## src/rtl/traffic_light_sequencer_pkg.sv

```systemverilog
// Shared codes for the traffic light sequencer and the menu controller:
// run-state codes, phase codes, lamp patterns and small decode helpers.
package traffic_pkg;

  localparam logic [1:0] SIM_STOP  = 2'd0;
  localparam logic [1:0] SIM_PLAY  = 2'd1;
  localparam logic [1:0] SIM_PAUSE = 2'd2;

  typedef enum logic [2:0] {
    PH_IDLE      = 3'd0,
    PH_NS_GREEN  = 3'd1,
    PH_NS_YELLOW = 3'd2,
    PH_RED_A     = 3'd3,
    PH_EW_GREEN  = 3'd4,
    PH_EW_YELLOW = 3'd5,
    PH_RED_B     = 3'd6
  } phase_e;

  // Lamp one-hot patterns {red, yellow, green}
  localparam logic [2:0] RED = 3'b100;
  localparam logic [2:0] YEL = 3'b010;
  localparam logic [2:0] GRN = 3'b001;

  // A zero duration would stall the countdown, so it is treated as one second
  function automatic logic [7:0] sat_dur(input logic [7:0] d);
    return (d == 8'd0) ? 8'd1 : d;
  endfunction

  function automatic phase_e next_phase(input phase_e p);
    case (p)
      PH_NS_GREEN:  return PH_NS_YELLOW;
      PH_NS_YELLOW: return PH_RED_A;
      PH_RED_A:     return PH_EW_GREEN;
      PH_EW_GREEN:  return PH_EW_YELLOW;
      PH_EW_YELLOW: return PH_RED_B;
      default:      return PH_NS_GREEN;
    endcase
  endfunction

  function automatic logic [7:0] phase_duration(input phase_e p, input logic [7:0] green,
                                                input logic [7:0] yellow, input logic [7:0] red);
    case (p)
      PH_NS_GREEN, PH_EW_GREEN:   return sat_dur(green);
      PH_NS_YELLOW, PH_EW_YELLOW: return sat_dur(yellow);
      default:                    return sat_dur(red);
    endcase
  endfunction

  function automatic logic [2:0] ns_lamp(input phase_e p);
    case (p)
      PH_NS_GREEN:  return GRN;
      PH_NS_YELLOW: return YEL;
      default:      return RED;
    endcase
  endfunction

  function automatic logic [2:0] ew_lamp(input phase_e p);
    case (p)
      PH_EW_GREEN:  return GRN;
      PH_EW_YELLOW: return YEL;
      default:      return RED;
    endcase
  endfunction

endpackage

```

## src/rtl/traffic_light_sequencer_if.sv

```systemverilog
// Bundle between the menu controller (master) and the sequencer (slave):
// run state and timing settings in, lamps and countdown information out.
interface traffic_light_sequencer_if;
  logic [1:0] sim_state;
  logic [7:0] green_duration;
  logic [7:0] yellow_duration;
  logic [7:0] red_holding;
  logic [2:0] ns_light;
  logic [2:0] ew_light;
  logic [2:0] phase;
  logic [7:0] sec_remaining;
  logic       sec_tick;

  modport master (
    output sim_state, green_duration, yellow_duration, red_holding,
    input  ns_light, ew_light, phase, sec_remaining, sec_tick
  );

  modport slave (
    input  sim_state, green_duration, yellow_duration, red_holding,
    output ns_light, ew_light, phase, sec_remaining, sec_tick
  );
endinterface

```

## src/rtl/traffic_light_sequencer_sec_prescaler.sv

```systemverilog
// One-second prescaler. Counts 0..TICKS_PER_SEC-1 while run is high, holds
// its count otherwise, and clears to 0 on clear. tick flags the cycle whose
// closing edge wraps the count, so the consumer acts on that same edge.
module sec_prescaler #(
  parameter int TICKS_PER_SEC = 100_000_000
) (
  input  logic clk,
  input  logic reset,
  input  logic run,
  input  logic clear,
  output logic tick
);

  localparam int CW = (TICKS_PER_SEC > 1) ? $clog2(TICKS_PER_SEC) : 1;
  localparam logic [CW-1:0] LAST = CW'(TICKS_PER_SEC - 1);

  logic [CW-1:0] count_q, count_d;

  // Next count and wrap strobe; clear has priority over run
  always_comb begin
    count_d = count_q;
    tick    = 1'b0;
    if (clear) begin
      count_d = '0;
    end else if (run) begin
      if (count_q == LAST) begin
        count_d = '0;
        tick    = 1'b1;
      end else begin
        count_d = count_q + 1'b1;
      end
    end
  end

  // Count register
  always_ff @(posedge clk or posedge reset) begin
    if (reset) count_q <= '0;
    else       count_q <= count_d;
  end

endmodule

```

## src/rtl/traffic_light_sequencer.sv

```systemverilog
// Two-road traffic light sequencer: phase FSM, per-phase seconds countdown
// and registered lamp decode, paced by the one-second prescaler.
//
//   state        | meaning
//   -------------+----------------------------------------------
//   PH_IDLE      | stopped, both roads red, countdown 0
//   PH_NS_GREEN  | NS green, EW red, green_duration seconds
//   PH_NS_YELLOW | NS yellow, EW red, yellow_duration seconds
//   PH_RED_A     | all red clearance, red_holding seconds
//   PH_EW_GREEN  | EW green, NS red, green_duration seconds
//   PH_EW_YELLOW | EW yellow, NS red, yellow_duration seconds
//   PH_RED_B     | all red clearance, red_holding seconds
module traffic_light_sequencer
  import traffic_pkg::*;
#(
  parameter int TICKS_PER_SEC = 100_000_000
) (
  input logic                      clk,
  input logic                      reset,
  traffic_light_sequencer_if.slave bus
);

  phase_e     phase_q, phase_d;
  logic [7:0] sec_q, sec_d;
  logic [2:0] ns_q, ns_d;
  logic [2:0] ew_q, ew_d;
  logic       tick_q;
  logic       is_play, is_pause;
  logic       run, clear, tick;

  assign is_play  = (bus.sim_state == SIM_PLAY);
  assign is_pause = (bus.sim_state == SIM_PAUSE);
  // Code 3 falls through to STOP
  assign clear    = !is_play && !is_pause;
  assign run      = is_play && (phase_q != PH_IDLE);

  sec_prescaler #(
    .TICKS_PER_SEC(TICKS_PER_SEC)
  ) u_prescaler (
    .clk  (clk),
    .reset(reset),
    .run  (run),
    .clear(clear),
    .tick (tick)
  );

  // Next phase and countdown; durations are sampled only on phase entry.
  // Lamps decode the next phase so they change on the same edge as phase.
  always_comb begin
    phase_d = phase_q;
    sec_d   = sec_q;
    if (clear) begin
      phase_d = PH_IDLE;
      sec_d   = 8'd0;
    end else if (is_play) begin
      if (phase_q == PH_IDLE) begin
        phase_d = PH_NS_GREEN;
        sec_d   = sat_dur(bus.green_duration);
      end else if (tick) begin
        if (sec_q <= 8'd1) begin
          phase_d = next_phase(phase_q);
          sec_d   = phase_duration(phase_d, bus.green_duration,
                                   bus.yellow_duration, bus.red_holding);
        end else begin
          sec_d = sec_q - 8'd1;
        end
      end
    end
    ns_d = ns_lamp(phase_d);
    ew_d = ew_lamp(phase_d);
  end

  // State, countdown, lamp and tick registers
  always_ff @(posedge clk or posedge reset) begin
    if (reset) begin
      phase_q <= PH_IDLE;
      sec_q   <= 8'd0;
      ns_q    <= RED;
      ew_q    <= RED;
      tick_q  <= 1'b0;
    end else begin
      phase_q <= phase_d;
      sec_q   <= sec_d;
      ns_q    <= ns_d;
      ew_q    <= ew_d;
      tick_q  <= tick;
    end
  end

  assign bus.phase         = phase_q;
  assign bus.sec_remaining = sec_q;
  assign bus.ns_light      = ns_q;
  assign bus.ew_light      = ew_q;
  assign bus.sec_tick      = tick_q;

endmodule
```

## src/flat_wrapper.sv

```systemverilog
// flat-port wrapper written by rule: the top's interface ports become plain ports
module traffic_light_sequencer_flat import traffic_pkg::*;
#(
  parameter int TICKS_PER_SEC = 100_000_000
)
  (clk, reset, bus_sim_state, bus_green_duration, bus_yellow_duration, bus_red_holding, bus_ns_light, bus_ew_light, bus_phase, bus_sec_remaining, bus_sec_tick);
  traffic_light_sequencer_if bus_i ();
  input logic clk;
  input logic reset;
  input wire logic [$bits(bus_i.sim_state)-1:0] bus_sim_state;
  input wire logic [$bits(bus_i.green_duration)-1:0] bus_green_duration;
  input wire logic [$bits(bus_i.yellow_duration)-1:0] bus_yellow_duration;
  input wire logic [$bits(bus_i.red_holding)-1:0] bus_red_holding;
  output wire logic [$bits(bus_i.ns_light)-1:0] bus_ns_light;
  output wire logic [$bits(bus_i.ew_light)-1:0] bus_ew_light;
  output wire logic [$bits(bus_i.phase)-1:0] bus_phase;
  output wire logic [$bits(bus_i.sec_remaining)-1:0] bus_sec_remaining;
  output wire logic [$bits(bus_i.sec_tick)-1:0] bus_sec_tick;
  assign bus_i.sim_state = bus_sim_state;
  assign bus_i.green_duration = bus_green_duration;
  assign bus_i.yellow_duration = bus_yellow_duration;
  assign bus_i.red_holding = bus_red_holding;
  assign bus_ns_light = bus_i.ns_light;
  assign bus_ew_light = bus_i.ew_light;
  assign bus_phase = bus_i.phase;
  assign bus_sec_remaining = bus_i.sec_remaining;
  assign bus_sec_tick = bus_i.sec_tick;
  traffic_light_sequencer #(.TICKS_PER_SEC(TICKS_PER_SEC)) u_core (.clk(clk), .reset(reset), .bus(bus_i));
endmodule
```

## config.mk

```make
export PLATFORM = sky130hd
export DESIGN_NAME = traffic_light_sequencer_flat
export DESIGN_NICKNAME = d
export VERILOG_FILES = /design/src/rtl/traffic_light_sequencer_pkg.sv /design/src/rtl/traffic_light_sequencer_if.sv /design/src/rtl/traffic_light_sequencer_sec_prescaler.sv /design/src/rtl/traffic_light_sequencer.sv /design/src/flat_wrapper.sv
export SDC_FILE = /design/constraint.sdc
export NUM_CORES = 1
export LEC_CHECK = 0
export CORE_ASPECT_RATIO = 1.75
export CORE_MARGIN = 3
export CORE_UTILIZATION = 50
export DETAILED_ROUTE_END_ITERATION = 16
export GPL_ROUTABILITY_DRIVEN = 1
export GPL_TIMING_DRIVEN = 0
export PLACE_DENSITY = 0.77
export SETUP_SLACK_MARGIN = 0.5
export SYNTH_ARGS = -nofsm -noshare
export SYNTH_HDL_FRONTEND = slang
export SYNTH_HIERARCHICAL = 1
export SYNTH_SLANG_ARGS = --single-unit
```

## constraint.sdc

```tcl
create_clock -name clk -period 2.7 [get_ports clk]
set_input_delay 0.81 -clock clk [delete_from_list [all_inputs] [get_ports clk]]
set_output_delay 0.81 -clock clk [all_outputs]
set_load 0.005 [all_outputs]
```

==> metrics.cfg <==
[status]
outcome=finished, final reports clean

[sta]
finalMaxSlewViolations=0
relSlewSlack_pct=31.28
fin_skew_ns=0.01157
finalCritPeriodShare_pct=82.18
fmax_mhz=450.7
min_period_ns=2.219
finalSetupViolCount=0
tightest_slew_ns=1.030
finalHoldViolCount=0
rsz0062_at_grt=true

[drt]
dr.pass1.iters=4
drt-initial-drc-count=216
vias=2964
wire_per_inst_microns=16.65
ant_nets=0
drc=0
wirelength_microns=8358
viasPerCell=5.904

[logic_synthesis]
postSynthCellCount=350
synth_edf_count=0
synth_top_cell_by_area=dfrtp_1
yosysWarnings=6
yosysUniqueCellTypes=62
avgSynthCellArea_sq_um=8.944
netlist_top_cells_area=dfrtp_1 (34%), xor2_1 (7.0%), a21oi_1 (4.3%)
syn_nets=383
synthFlopType=dfrtp_1
netlist_area_sq_um=3131
ys_ff_latch=45
async_reset_ff_share_pct=100.0
ys_seq_area_share_pct=36.05
yosysTopAreaCellShare_pct=34.37

[power]
ir_drop_mv=0.3542
pwr-share-seq_pct=45.2
power_mw=1.659
p_int_mw=1.154
cellLeakagePower_nw=1.684
combinationalPowerShare_pct=27.5
p_sw_mw=0.5050
p_clk_share_pct=27.3
switching_share_pct=30.44
p_per_area_nw_per_um2=403.3

[hold_path]
worstHoldStart=u_core/u_prescaler/count_q[23]
hold_path.class=reg2reg
hold-path-endpoint=u_core/u_prescaler/count_q[23]
holdPathStages=1

[clock_network]
cts_hold_buffers=0
cts_buffers=5
insertion_delay_ns=0.30
cts-root-buf=clkbuf_8
clkSlewWorstSetupHoldPaths_ns=0.09
cts_tree=built
htree_levels=2
cts_sinks=45
clk_path_buf_depth=2

[setup_path]
rrSetupSlack_ns=0.50
reg2regPathDepth=10
arrival_ns=2.44
regToRegEndpoint=u_core/bus.ns_light[1]
path_class=in2reg
crit_fanout=6
slowest_delay_ns=0.24
crit_path_end_kind=flop
critPathSlowestCell=or2_4
path_cells=buf_6 > inv_12 > ha_4 > inv_2 > nor2_4 > nor2b_4 > and2_4 > nand2_4 > nor4_4 > buf_6 > nand2_4 > or2_4 > a211oi_2
worstPathRequired_ns=2.92
critical_path_buf_inv_count=4
cpLargestDelayFamily=simple AND/OR/NAND/NOR gates
critical_path.startpoint_type=input pin
worst_r2r_startpoint=u_core/u_prescaler/count_q[25]

[die]
die-area_sq_um=7284
coreArea_sq_um=5972
rows=37
initial_core_util_pct=52.42
die_h_microns=110.7
ios=46
die_w_microns=65.82

[cells_and_area]
finalNetCount=456
layout_common_cells=clkdlybuf4s50_1 (43), dfrtp_1 (42), nor2_1 (27)
antennaDiodeCount=0
layout-drive-gt1-share_pct=22.64
layout_commonest_cell=clkdlybuf4s50_1
syn_to_final_growth_pct=31.42
fill_cells=458
fin_cells=502

[global_route]
antenna_found_initial=0
grt_pass1_vias=3060
grt_max_degree=28
grt_overflow=0
grt_usage_pct=23.56
grt_pass1_wl_microns=13660

[place]
port_buffers=45
gp_congestion=0.8769
hpwl_microns=6051
dp.cells=473

[run]
cap_violations=0

cell families after synthesis:
family | Yosys count | share of synthesized area, %
compound gates | 87 | 18.23
fa+ha+maj | 5 | 1.998
xor+xnor | 29 | 8.113
buf+inv | 26 | 4.436
mux | 9 | 3.158
simple gates | 149 | 28.02
flops | 45 | 36.05
power by group through the flow:
stage | combinational, mW | clock (mW) | sequential, mW
global route | 0.497 | 0.485 | 0.756
finish | 0.457 | 0.452 | 0.750
global placement | 0.422 | 0 | 0.763
floorplan | 0.259 | 0 | 0.755
CTS | 0.443 | 0.467 | 0.749
detailed placement | 0.430 | 0 | 0.763
sequential cells by signal, summed over array words and instances, names as in the netlist:
name and cells:
u_core/bus.sec_remaining 8, u_core/bus.ns_light 3, u_core/bus.sec_tick 1, u_core/bus.phase 3
u_core/u_prescaler/count_q 27, u_core/bus.ew_light 3
synthesized netlist by cell type (3+ instances only):
library cell / count
a21oi_1: 27
inv_1: 9
and4_1: 3
xnor2_1: 4
nand4_1: 12
nand3b_1: 5
a31oi_1: 3
nor2_1: 30
o31ai_1: 6
o211ai_1: 6
ha_1: 5
xor2_1: 25
a211oi_1: 3
nor4_1: 3
buf_6: 3
or2_2: 3
o21ai_0: 14
nor2_2: 9
nand3_1: 10
o21a_1: 5
nand2b_1: 3
nor2b_1: 6
o22ai_1: 6
and3_1: 4
nor3_1: 17
nand2_1: 24
clkbuf_1: 10
mux2_2: 7
dfrtp_1: 43
o41ai_1: 3
worst register-to-register path: stages, from the launching register on:
cell      delay, ns
dfrtp_1        0.42
and4bb_1       0.27
nand4_1        0.17
nor4_4         0.19
and2_4         0.21
nand2_4        0.06
nor4_4         0.18
buf_6          0.18
nand2_4        0.05
or2_4          0.24
a211oi_2       0.16
worst max-delay path by stage:
stage	start	endpoint	slack [ns]	cells past startpoint
after floorplan	bus_sim_state[1]	u_core/bus.ew_light[2]	0.26	12
after global placement	bus_sim_state[1]	u_core/bus.ew_light[2]	-0.57	13
after detailed placement	bus_sim_state[1]	u_core/bus.ew_light[2]	-0.58	13
after CTS	u_core/u_prescaler/count_q[9]	u_core/bus.ew_light[2]	0.49	10
after global routing	u_core/u_prescaler/count_q[8]	u_core/bus.ns_light[1]	0.36	10
final	bus_sim_state[1]	u_core/bus.ns_light[1]	0.48	13
area by class of cell:
cell class / instances / area [sq um] / area share [%]
plain buffers: 17 / 112.6 / 2.737
multi-input cells: 279 / 2018 / 49.06
clock buffers: 7 / 96.34 / 2.342
well taps: 78 / 97.59 / 2.372
inverters: 9 / 46.29 / 1.125
repair buffers: 66 / 608.1 / 14.78
flip-flops and latches: 45 / 1130 / 27.46
clock inverters: 1 / 5.005 / 0.1217
per-stage QoR:
| step | setup WS [ns] | TNS (ns) | util, % | hold slack (ns) | cell area (sq um) |
|---|---|---|---|---|---|
| after floorplan | 0.2644 | 0 | - | 0.4385 | 3204 |
| after global placement | -0.5685 | -11.98 | 62.83 | 0.4853 | 3752 |
| after detailed placement | -0.5818 | -12.75 | 62.83 | 0.4873 | 3752 |
| after CTS | 0.4900 | 0 | 67.67 | 0.4992 | 4041 |
| after global routing | 0.3589 | 0 | 68.89 | 0.5090 | 4114 |
| final | 0.4813 | 0 | 68.89 | 0.4959 | 4114 |
layer usage:
metal | part of all wire [%] | track usage, % | routed length (microns) | up-vias
met4 | 3.7 | 12.05 | 307 | 0
li1 | - | - | - | 1434
met2 | 57 | 45.31 | 4749 | 98
met1 | 35 | 23.10 | 2962 | 1406
met3 | 4.0 | 2.840 | 338 | 26
met5 | 0 | 0 | 0 | -
what timing repair did:
item,in CTS,in global routing
gates resized for setup,22,17
setup buffers,19,2
endpoints found under the setup margin,44,25
pin swaps,13,6
Power figures use the tool's default switching activity.
